### src/rtl/friscv_cache_line_loader_if.sv
// friscv_cache_line_loader_if: AXI4 read address and read data channels between the loader and central memory
interface friscv_cache_line_loader_if #(
  parameter int AXI_ADDR_W = 32,
  parameter int AXI_ID_W = 8,
  parameter int AXI_DATA_W = 128
);
  logic arvalid;
  logic arready;
  logic [AXI_ADDR_W-1:0] araddr;
  logic [7:0] arlen;
  logic [2:0] arsize;
  logic [1:0] arburst;
  logic arlock;
  logic [3:0] arcache;
  logic [2:0] arprot;
  logic [AXI_ID_W-1:0] arid;
  logic rvalid;
  logic rready;
  logic [AXI_ID_W-1:0] rid;
  logic [1:0] rresp;
  logic [AXI_DATA_W-1:0] rdata;
  logic rlast;
  modport master (
    output arvalid, araddr, arlen, arsize, arburst, arlock, arcache, arprot, arid, rready,
    input arready, rvalid, rid, rresp, rdata, rlast
  );
  modport slave (
    input arvalid, araddr, arlen, arsize, arburst, arlock, arcache, arprot, arid, rready,
    output arready, rvalid, rid, rresp, rdata, rlast
  );
endinterface

### src/rtl/friscv_cache_line_loader.sv
// friscv_cache_line_loader: fetches one cache block per prefetcher request over AXI4 and writes it into the cache
module friscv_cache_line_loader #(
  parameter int AXI_ADDR_W = 32,
  parameter int AXI_ID_W = 8,
  parameter int AXI_DATA_W = 128,
  parameter int TIMEOUT = 1024
) (
  input  logic aclk,
  input  logic aresetn,
  input  logic srst,
  input  logic memctrl_arvalid,
  output logic memctrl_arready,
  input  logic [AXI_ADDR_W-1:0] memctrl_araddr,
  input  logic [2:0] memctrl_arprot,
  input  logic [AXI_ID_W-1:0] memctrl_arid,
  friscv_cache_line_loader_if.master mst,
  output logic cache_writing,
  output logic cache_wen,
  output logic [AXI_ADDR_W-1:0] cache_waddr,
  output logic [AXI_DATA_W-1:0] cache_wdata,
  output logic rd_error
);
  localparam int OFS = $clog2(AXI_DATA_W/8);
  localparam int TW = TIMEOUT > 0 ? $clog2(TIMEOUT+1) : 1;
  typedef enum logic [1:0] {IDLE, ADDR, DATA, WRITE} state_t;
  state_t state, nxt;
  logic [AXI_ADDR_W-1:0] addr_r;
  logic [AXI_ID_W-1:0] id_r;
  logic [2:0] prot_r;
  logic [AXI_DATA_W-1:0] data_r;
  logic [TW-1:0] cnt;
  logic ok_r;
  logic hit;
  logic tmo;
  assign hit = state == DATA && mst.rvalid && mst.rid == id_r;
  assign tmo = TIMEOUT != 0 && 32'(cnt) == TIMEOUT - 1;
  always_comb begin
    nxt = state;
    nxt = state == IDLE ? (memctrl_arvalid ? ADDR : IDLE) :
          state == ADDR ? (mst.arready ? DATA : ADDR) :
          state == DATA ? (hit || tmo ? WRITE : DATA) : IDLE;
  end
  always_ff @(posedge aclk or negedge aresetn) begin
    if (!aresetn) begin
      state <= IDLE;
      addr_r <= '0;
      id_r <= '0;
      prot_r <= '0;
      data_r <= '0;
      cnt <= '0;
      ok_r <= 1'b0;
    end else if (srst) begin
      state <= IDLE;
      addr_r <= '0;
      id_r <= '0;
      prot_r <= '0;
      data_r <= '0;
      cnt <= '0;
      ok_r <= 1'b0;
    end else begin
      state <= nxt;
      if (state == IDLE && memctrl_arvalid) begin
        addr_r <= {memctrl_araddr[AXI_ADDR_W-1:OFS], {OFS{1'b0}}};
        id_r <= memctrl_arid;
        prot_r <= memctrl_arprot;
      end
      if (state == ADDR && mst.arready) cnt <= '0;
      if (state == DATA) cnt <= cnt + TW'(1);
      // a matching beat wins over a timeout firing in the same cycle
      if (hit) begin
        ok_r <= mst.rresp == 2'b00;
        if (mst.rresp == 2'b00) data_r <= mst.rdata;
      end else if (state == DATA && tmo) ok_r <= 1'b0;
    end
  end
  assign memctrl_arready = state == IDLE;
  assign mst.arvalid = state == ADDR;
  assign mst.araddr = addr_r;
  assign mst.arlen = 8'd0;
  assign mst.arsize = 3'(OFS);
  assign mst.arburst = 2'b01;
  assign mst.arlock = 1'b0;
  assign mst.arcache = 4'b0000;
  assign mst.arprot = prot_r;
  assign mst.arid = id_r;
  assign mst.rready = state == DATA;
  assign cache_writing = state == WRITE;
  assign cache_wen = state == WRITE && ok_r;
  assign rd_error = state == WRITE && !ok_r;
  assign cache_waddr = addr_r;
  assign cache_wdata = data_r;
endmodule

### src/flat_wrapper.sv
// flat-port wrapper written by rule: the top's interface ports become plain ports
module friscv_cache_line_loader_flat 
#(
  parameter int AXI_ADDR_W = 32,
  parameter int AXI_ID_W = 8,
  parameter int AXI_DATA_W = 128,
  parameter int TIMEOUT = 1024
)
  (aclk, aresetn, srst, memctrl_arvalid, memctrl_arready, memctrl_araddr, memctrl_arprot, memctrl_arid, cache_writing, cache_wen, cache_waddr, cache_wdata, rd_error, mst_arvalid, mst_araddr, mst_arlen, mst_arsize, mst_arburst, mst_arlock, mst_arcache, mst_arprot, mst_arid, mst_rready, mst_arready, mst_rvalid, mst_rid, mst_rresp, mst_rdata, mst_rlast);
  friscv_cache_line_loader_if #(.AXI_ADDR_W(AXI_ADDR_W), .AXI_ID_W(AXI_ID_W), .AXI_DATA_W(AXI_DATA_W)) mst_i ();
  input  logic aclk;
  input  logic aresetn;
  input  logic srst;
  input  logic memctrl_arvalid;
  output logic memctrl_arready;
  input  logic [AXI_ADDR_W-1:0] memctrl_araddr;
  input  logic [2:0] memctrl_arprot;
  input  logic [AXI_ID_W-1:0] memctrl_arid;
  output logic cache_writing;
  output logic cache_wen;
  output logic [AXI_ADDR_W-1:0] cache_waddr;
  output logic [AXI_DATA_W-1:0] cache_wdata;
  output logic rd_error;
  output wire logic [$bits(mst_i.arvalid)-1:0] mst_arvalid;
  output wire logic [$bits(mst_i.araddr)-1:0] mst_araddr;
  output wire logic [$bits(mst_i.arlen)-1:0] mst_arlen;
  output wire logic [$bits(mst_i.arsize)-1:0] mst_arsize;
  output wire logic [$bits(mst_i.arburst)-1:0] mst_arburst;
  output wire logic [$bits(mst_i.arlock)-1:0] mst_arlock;
  output wire logic [$bits(mst_i.arcache)-1:0] mst_arcache;
  output wire logic [$bits(mst_i.arprot)-1:0] mst_arprot;
  output wire logic [$bits(mst_i.arid)-1:0] mst_arid;
  output wire logic [$bits(mst_i.rready)-1:0] mst_rready;
  input wire logic [$bits(mst_i.arready)-1:0] mst_arready;
  input wire logic [$bits(mst_i.rvalid)-1:0] mst_rvalid;
  input wire logic [$bits(mst_i.rid)-1:0] mst_rid;
  input wire logic [$bits(mst_i.rresp)-1:0] mst_rresp;
  input wire logic [$bits(mst_i.rdata)-1:0] mst_rdata;
  input wire logic [$bits(mst_i.rlast)-1:0] mst_rlast;
  assign mst_arvalid = mst_i.arvalid;
  assign mst_araddr = mst_i.araddr;
  assign mst_arlen = mst_i.arlen;
  assign mst_arsize = mst_i.arsize;
  assign mst_arburst = mst_i.arburst;
  assign mst_arlock = mst_i.arlock;
  assign mst_arcache = mst_i.arcache;
  assign mst_arprot = mst_i.arprot;
  assign mst_arid = mst_i.arid;
  assign mst_rready = mst_i.rready;
  assign mst_i.arready = mst_arready;
  assign mst_i.rvalid = mst_rvalid;
  assign mst_i.rid = mst_rid;
  assign mst_i.rresp = mst_rresp;
  assign mst_i.rdata = mst_rdata;
  assign mst_i.rlast = mst_rlast;
  friscv_cache_line_loader #(.AXI_ADDR_W(AXI_ADDR_W), .AXI_ID_W(AXI_ID_W), .AXI_DATA_W(AXI_DATA_W), .TIMEOUT(TIMEOUT)) u_core (.aclk(aclk), .aresetn(aresetn), .srst(srst), .memctrl_arvalid(memctrl_arvalid), .memctrl_arready(memctrl_arready), .memctrl_araddr(memctrl_araddr), .memctrl_arprot(memctrl_arprot), .memctrl_arid(memctrl_arid), .mst(mst_i), .cache_writing(cache_writing), .cache_wen(cache_wen), .cache_waddr(cache_waddr), .cache_wdata(cache_wdata), .rd_error(rd_error));
endmodule
### config.mk
export PLATFORM = sky130hd
export DESIGN_NAME = friscv_cache_line_loader_flat
export DESIGN_NICKNAME = d
export VERILOG_FILES = /design/src/rtl/friscv_cache_line_loader_if.sv /design/src/rtl/friscv_cache_line_loader.sv /design/src/flat_wrapper.sv
export SDC_FILE = /design/constraint.sdc
export NUM_CORES = 1
export LEC_CHECK = 0
export CAP_MARGIN = 20
export CORE_AREA = 2 2 161 163
export DETAILED_ROUTE_END_ITERATION = 7
export DIE_AREA = 0 0 163 165
export PLACE_DENSITY = 0.63
export SETUP_SLACK_MARGIN = 0.15
export SLEW_MARGIN = 20
export SYNTH_ARGS = -nofsm -noshare
export SYNTH_HDL_FRONTEND = slang
export SYNTH_SLANG_ARGS = --single-unit
### constraint.sdc
create_clock -name aclk -period 2.4 [get_ports aclk]
set_input_delay 0.72 -clock aclk [delete_from_list [all_inputs] [get_ports aclk]]
set_output_delay 0.72 -clock aclk [all_outputs]
set_load 0.05 [all_outputs]
Word level (Yosys, flattened, before mapping)
Cells that the tools add are included.
Cells by class
  equality and inequality tests: 5
  mux-type cells: 22
  reductions and logical operators: 17
  add/subtract/negate cells: 1
Operator list (number)
  128-bit 2-to-1 mux: 3
  32-bit 2-to-1 mux: 2
  11-bit 2-to-1 mux: 3
  8-bit 2-to-1 mux: 2
  11-bit by 1-bit adder with 11-bit output (second input constant): 1
  11-bit by 10-bit == test with 1-bit output (second input constant): 1
  2-bit 2-to-1 mux: 5
  8-bit == test: 1
  1-bit logical AND: 7
  3-bit 2-to-1 mux: 2
  2-bit nonzero test: 3
  3-bit nonzero test: 2
  1-bit 2-to-1 mux: 5
  2-bit == test (second input constant): 2
  2-bit logical NOT: 2
  2-bit by 1-bit == test with 1-bit output (second input constant): 1
  2-bit AND reduction: 1
  1-bit logical NOT: 1
  1-bit logical OR: 1
Storage, ports and cells
  input port bits: 188
  word-level logic and storage cells: 52
  bits in registers: 185
  output and inout bits: 227

Longest topological paths before layout
  depth after elaboration: 9
  mapped depth: 7
  gate-level depth less buffers: 5

Worst setup path after synthesis
No wires, ideal clock.
  kind: reg-to-output
  from: register u_core.state[0]
  to: output rd_error
  buffers on the path: 1
  stages on the path, launching flop included: 4
  path slack: -17 ps
  required time: 1680 ps
  data arrival time: 1697 ps
  path through: dfrtp_1 clkbuf_2 and2_1 nor2b_1
Between the ends
  word-level cells in the longest chain between the ends: 2
Ends and longest elaborated chain
  start, declared: line friscv_cache_line_loader.sv:26  | state_t state, nxt;
  start signal, assigned: line friscv_cache_line_loader.sv:61  | state <= nxt;
  2-bit == test
  via cache_writing: line flat_wrapper.sv:19  | output logic cache_writing;
  1-bit logical AND: line friscv_cache_line_loader.sv:89  | assign rd_error = state == WRITE && !ok_r;
  end, declared: line flat_wrapper.sv:23  | output logic rd_error;
The timed path passes the listed nets, and every way through them passes these cells.

Worst setup path after layout
  from: input mst_rvalid
  to: register u_core.data_r[118], in the netlist u_core.cache_wdata[118]
Between the ends
  word-level cells in the longest chain between the ends: 4
Ends and longest elaborated chain
  start, declared: line flat_wrapper.sv:35  | input wire logic [$bits(mst_i.rvalid)-1:0] mst_rvalid;
  1-bit logical AND (2 in a row): line friscv_cache_line_loader.sv:35  | assign hit = state == DATA && mst.rvalid && mst.rid == id_r;
  2-bit nonzero test (no source line)
  2-bit AND reduction (no source line)
  end signal, assigned: line friscv_cache_line_loader.sv:72  | if (mst.rresp == 2'b00) data_r <= mst.rdata;
  end, declared: line friscv_cache_line_loader.sv:30  | logic [AXI_DATA_W-1:0] data_r;
Every way passes these cells.
A chain may end at the register's enable or synchronous reset.

==> results.json <==
{
  "yosys_register_bits": 181,
  "layout_commonest_cell": "dlygate4sd2_1",
  "final-seq-area_um2": 4530,
  "period_minus_slack_ns": 2.16,
  "antenna_found_initial": 0,
  "start_util_pct": 28.9,
  "yosys_warnings": 0,
  "final_layout_size_suffix_gt1_share_pct": 10.0,
  "synthSimpleGateAreaFrac_pct": 3.65,
  "p_leak_nw": 6.13,
  "dpl.hpwl_um": 17100,
  "routed_via_density": 4.64,
  "synth_xor_area_share_pct": 1.21,
  "switching_share_pct": 29.2,
  "grt_setup_unrepaired": "true",
  "cts_tree": "yes",
  "antenna_cells": 0,
  "crit_family": "buffers and inverters",
  "dieHeight_um": 165,
  "p_seq_share_pct": 44.0,
  "crit_fanout": 23,
  "synth_compound_area_share_pct": 22.6,
  "final_cell_mix": "dlygate4sd2_1 (189), clkdlybuf4s50_1 (181), dfrtp_1 (179), a22o_1 (169), buf_4 (33)",
  "stdcell_count": 1240,
  "tightestPinTransition_ns": 1.01,
  "num_rows": 58,
  "grt_pass1_wl_um": 33900,
  "power_density_nw_per_um2": 614,
  "design.die.area_um2": 26900,
  "crit_top_cell": "buf_12",
  "syn_area_um2": 7240,
  "synth_top_family_by_area": "compound AO/OA/AOI/OAI gates",
  "wl_um": 22800,
  "cts_hold_buf": 0,
  "period_share_pct": 90.1,
  "fmax_mhz": 463,
  "htree_num_levels": 4,
  "timing.final.hold_violations": 0,
  "worstPathArrival_ns": 2.46,
  "postRouteAntennaNets": 0,
  "slew_violations": 0,
  "worst_ep_required_time_ns": 2.70,
  "p_clk_share_pct": 39.8,
  "path_cells": "clkdlybuf4s50_1, nand3b_1, nor4_2, buf_4, a41oi_4, buf_12, buf_12, a22o_1",
  "dpl.cell_count": 1206,
  "synth.avg_cell_area_um2": 13.5,
  "synthAdderAreaFrac_pct": 0.173,
  "cp-start-kind": "input port",
  "status": "finished clean",
  "finalSetupViolCount": 0,
  "first_pass_iters": 6,
  "area_delta_synth_final_pct": 61.1,
  "clk_latency_ns": 0.42,
  "cts_buffers": 17,
  "die_w_um": 163,
  "p_switching_mw": 2.09,
  "multi_input_area_um2": 2150,
  "grt_pass1_vias": 5826,
  "yosysSeqAreaShare_pct": 62.5,
  "synth_cell_types": 39,
  "finClkSkew_ns": 0.0146,
  "nNetsFinal": 1086,
  "port-buffer-count": 383,
  "crit_buf_inv": 4,
  "worst_slack_ns": 0.239,
  "critPathCaptureType": "register",
  "grt_start_max_net_pins": 58,
  "vias": 5759,
  "grt_overflow": 0,
  "clock_sinks": 181,
  "internal-power_mw": 5.08,
  "slowest_stage": "clkdlybuf4s50_1",
  "pwr-share-comb_pct": 16.2,
  "fill_cells": 2400,
  "slew_headroom_pct": 32.8,
  "final_util_pct": 46.6,
  "cts-root-buf": "clkbuf_16",
  "grt_usage_pct": 16.5,
  "slowest_delay_ns": 0.45,
  "wl_per_cell_um": 18.4,
  "maxCapViolations": 0,
  "synthMuxAreaShare_pct": 0,
  "core_um2": 25000,
  "drc_errors": 0,
  "synthCells": 535,
  "gp_congestion": 0.770,
  "critPathKind": "in2reg",
  "ir_worst_vdd_mv": 0.329,
  "place_ws_ns": -0.428,
  "drtIter0Drc": 319,
  "hold_class": "in2async",
  "pin_count": 415,
  "clk_pin_slew_ns": 0.08,
  "fin_tns_setup_ns": 0,
  "cts_buffer_depth": 2,
  "power_mw": 7.17
}
[final timing paths]
kind	startpoint	end	slack, ns	cells past startpoint
worst max-delay path	mst_rvalid	u_core.cache_wdata[118]	0.24	8
worst min-delay path	aresetn	u_core.cache_wdata[77]	0.27	1
worst max register to register	u_core.state[0]	u_core.cache_wdata[118]	0.41	7
worst min register to register	u_core.cnt[10]	u_core.cnt[10]	0.50	1
max in group asynchronous	aresetn	u_core.cache_waddr[25]	1.51	2
min in group aclk	u_core.cnt[10]	u_core.cnt[10]	0.50	1
[worst reg2reg max path, cell delays in order (launching register included)]
cell and delay [ns]:
dfrtp_2 0.47, nand3b_1 0.22, nor4_2 0.27, buf_4 0.16, a41oi_4 0.14, buf_12 0.20
buf_12 0.16, a22o_1 0.25
[cell type report]
type | count | area share (%)
multi-input cells | 279 | 18.4
clock buffers | 18 | 3.76
inverters | 2 | 0.0643
flip-flops and latches | 181 | 38.8
clock inverters | 14 | 1.38
well taps | 330 | 3.54
repair buffers | 416 | 34.0
[cells by family (layout without fill, tap and decap cells)]
kind of cell             after synthesis  in the layout
AO/OA/AOI/OAI                        194            194
flip-flops                           181            181
buffers and inverters                 99            450
AND/OR/NAND/NOR                       48             48
XOR/XNOR                              10             10
other                                  2             26
adder cells (fa/ha/maj)                1              1
[flip-flops by register name, summed over array words and instances, names as in the netlist]
name	cells
u_core.mst.arid	8
u_core.mst.arprot	3
u_core.cache_waddr	28
u_core.ok_r	1
u_core.cnt	11
u_core.cache_wdata	128
u_core.state	2
[what timing repair did]
item / in CTS / in global routing
setup buffers: 0 / 2
pin swaps: 0 / 3
gates resized for setup: 190 / 4
endpoints found under the setup margin: 317 / 57
[per-layer routing]
layer	up-vias	track usage, %	routed length [um]
met5	-	0	0
met4	0	4.10	204
met3	12	4.82	1710
met2	254	28.2	11200
met1	2838	20.6	9690
li1	2655	-	-
[stage by stage]
step / area [um^2] / hold WS, ns
after floorplan: 7330 / 0.424
after global placement: 11300 / 0.476
after detailed placement: 11300 / 0.485
after CTS: 11600 / 0.279
after global routing: 11700 / 0.289
final: 11700 / 0.275
[cells in the mapped netlist]
cell type	number	area [um^2]
or4_1	1	7.51
nor4_2	1	12.5
xor2_1	9	78.8
buf_4	66	495
buf_1	2	7.51
a22o_1	169	1480
clkbuf_1	9	33.8
nor2b_1	5	31.3
a41oi_1	2	17.5
o211ai_1	1	7.51
and3_1	1	6.26
a21oi_1	5	25.0
nor2_1	12	45.0
nor3b_1	1	7.51
a211oi_1	2	15.0
o21ai_0	9	45.0
clkbuf_2	1	5.00
nand2_1	9	33.8
buf_6	10	113
dfrtp_1	181	4530
and2_1	1	6.26
or3b_2	1	8.76
inv_1	2	7.51
and4_1	2	17.5
a31oi_1	2	12.5
buf_2	9	45.0
o21bai_1	1	7.51
conb_1	2	7.51
nand3_1	3	15.0
ha_1	1	12.5
o22ai_1	1	6.26
nand4b_1	2	17.5
nand4_1	4	25.0
nand3b_1	1	7.51
nor3_1	2	10.0
a31o_2	1	8.76
o2bb2ai_1	1	8.76
nor4_1	2	12.5
xnor2_1	1	8.76
[power groups by stage]
stage	clock network (mW)	registers (mW)	logic (mW)
2_1_floorplan	0	3.37	0.499
3_3_place_gp	0	3.22	1.22
3_5_place_dp	0	3.22	1.23
4_1_cts	2.94	3.16	1.17
5_1_grt	3.08	3.16	1.23
6_report	2.85	3.15	1.16
No activity file was read; power rests on OpenSTA's default activity.
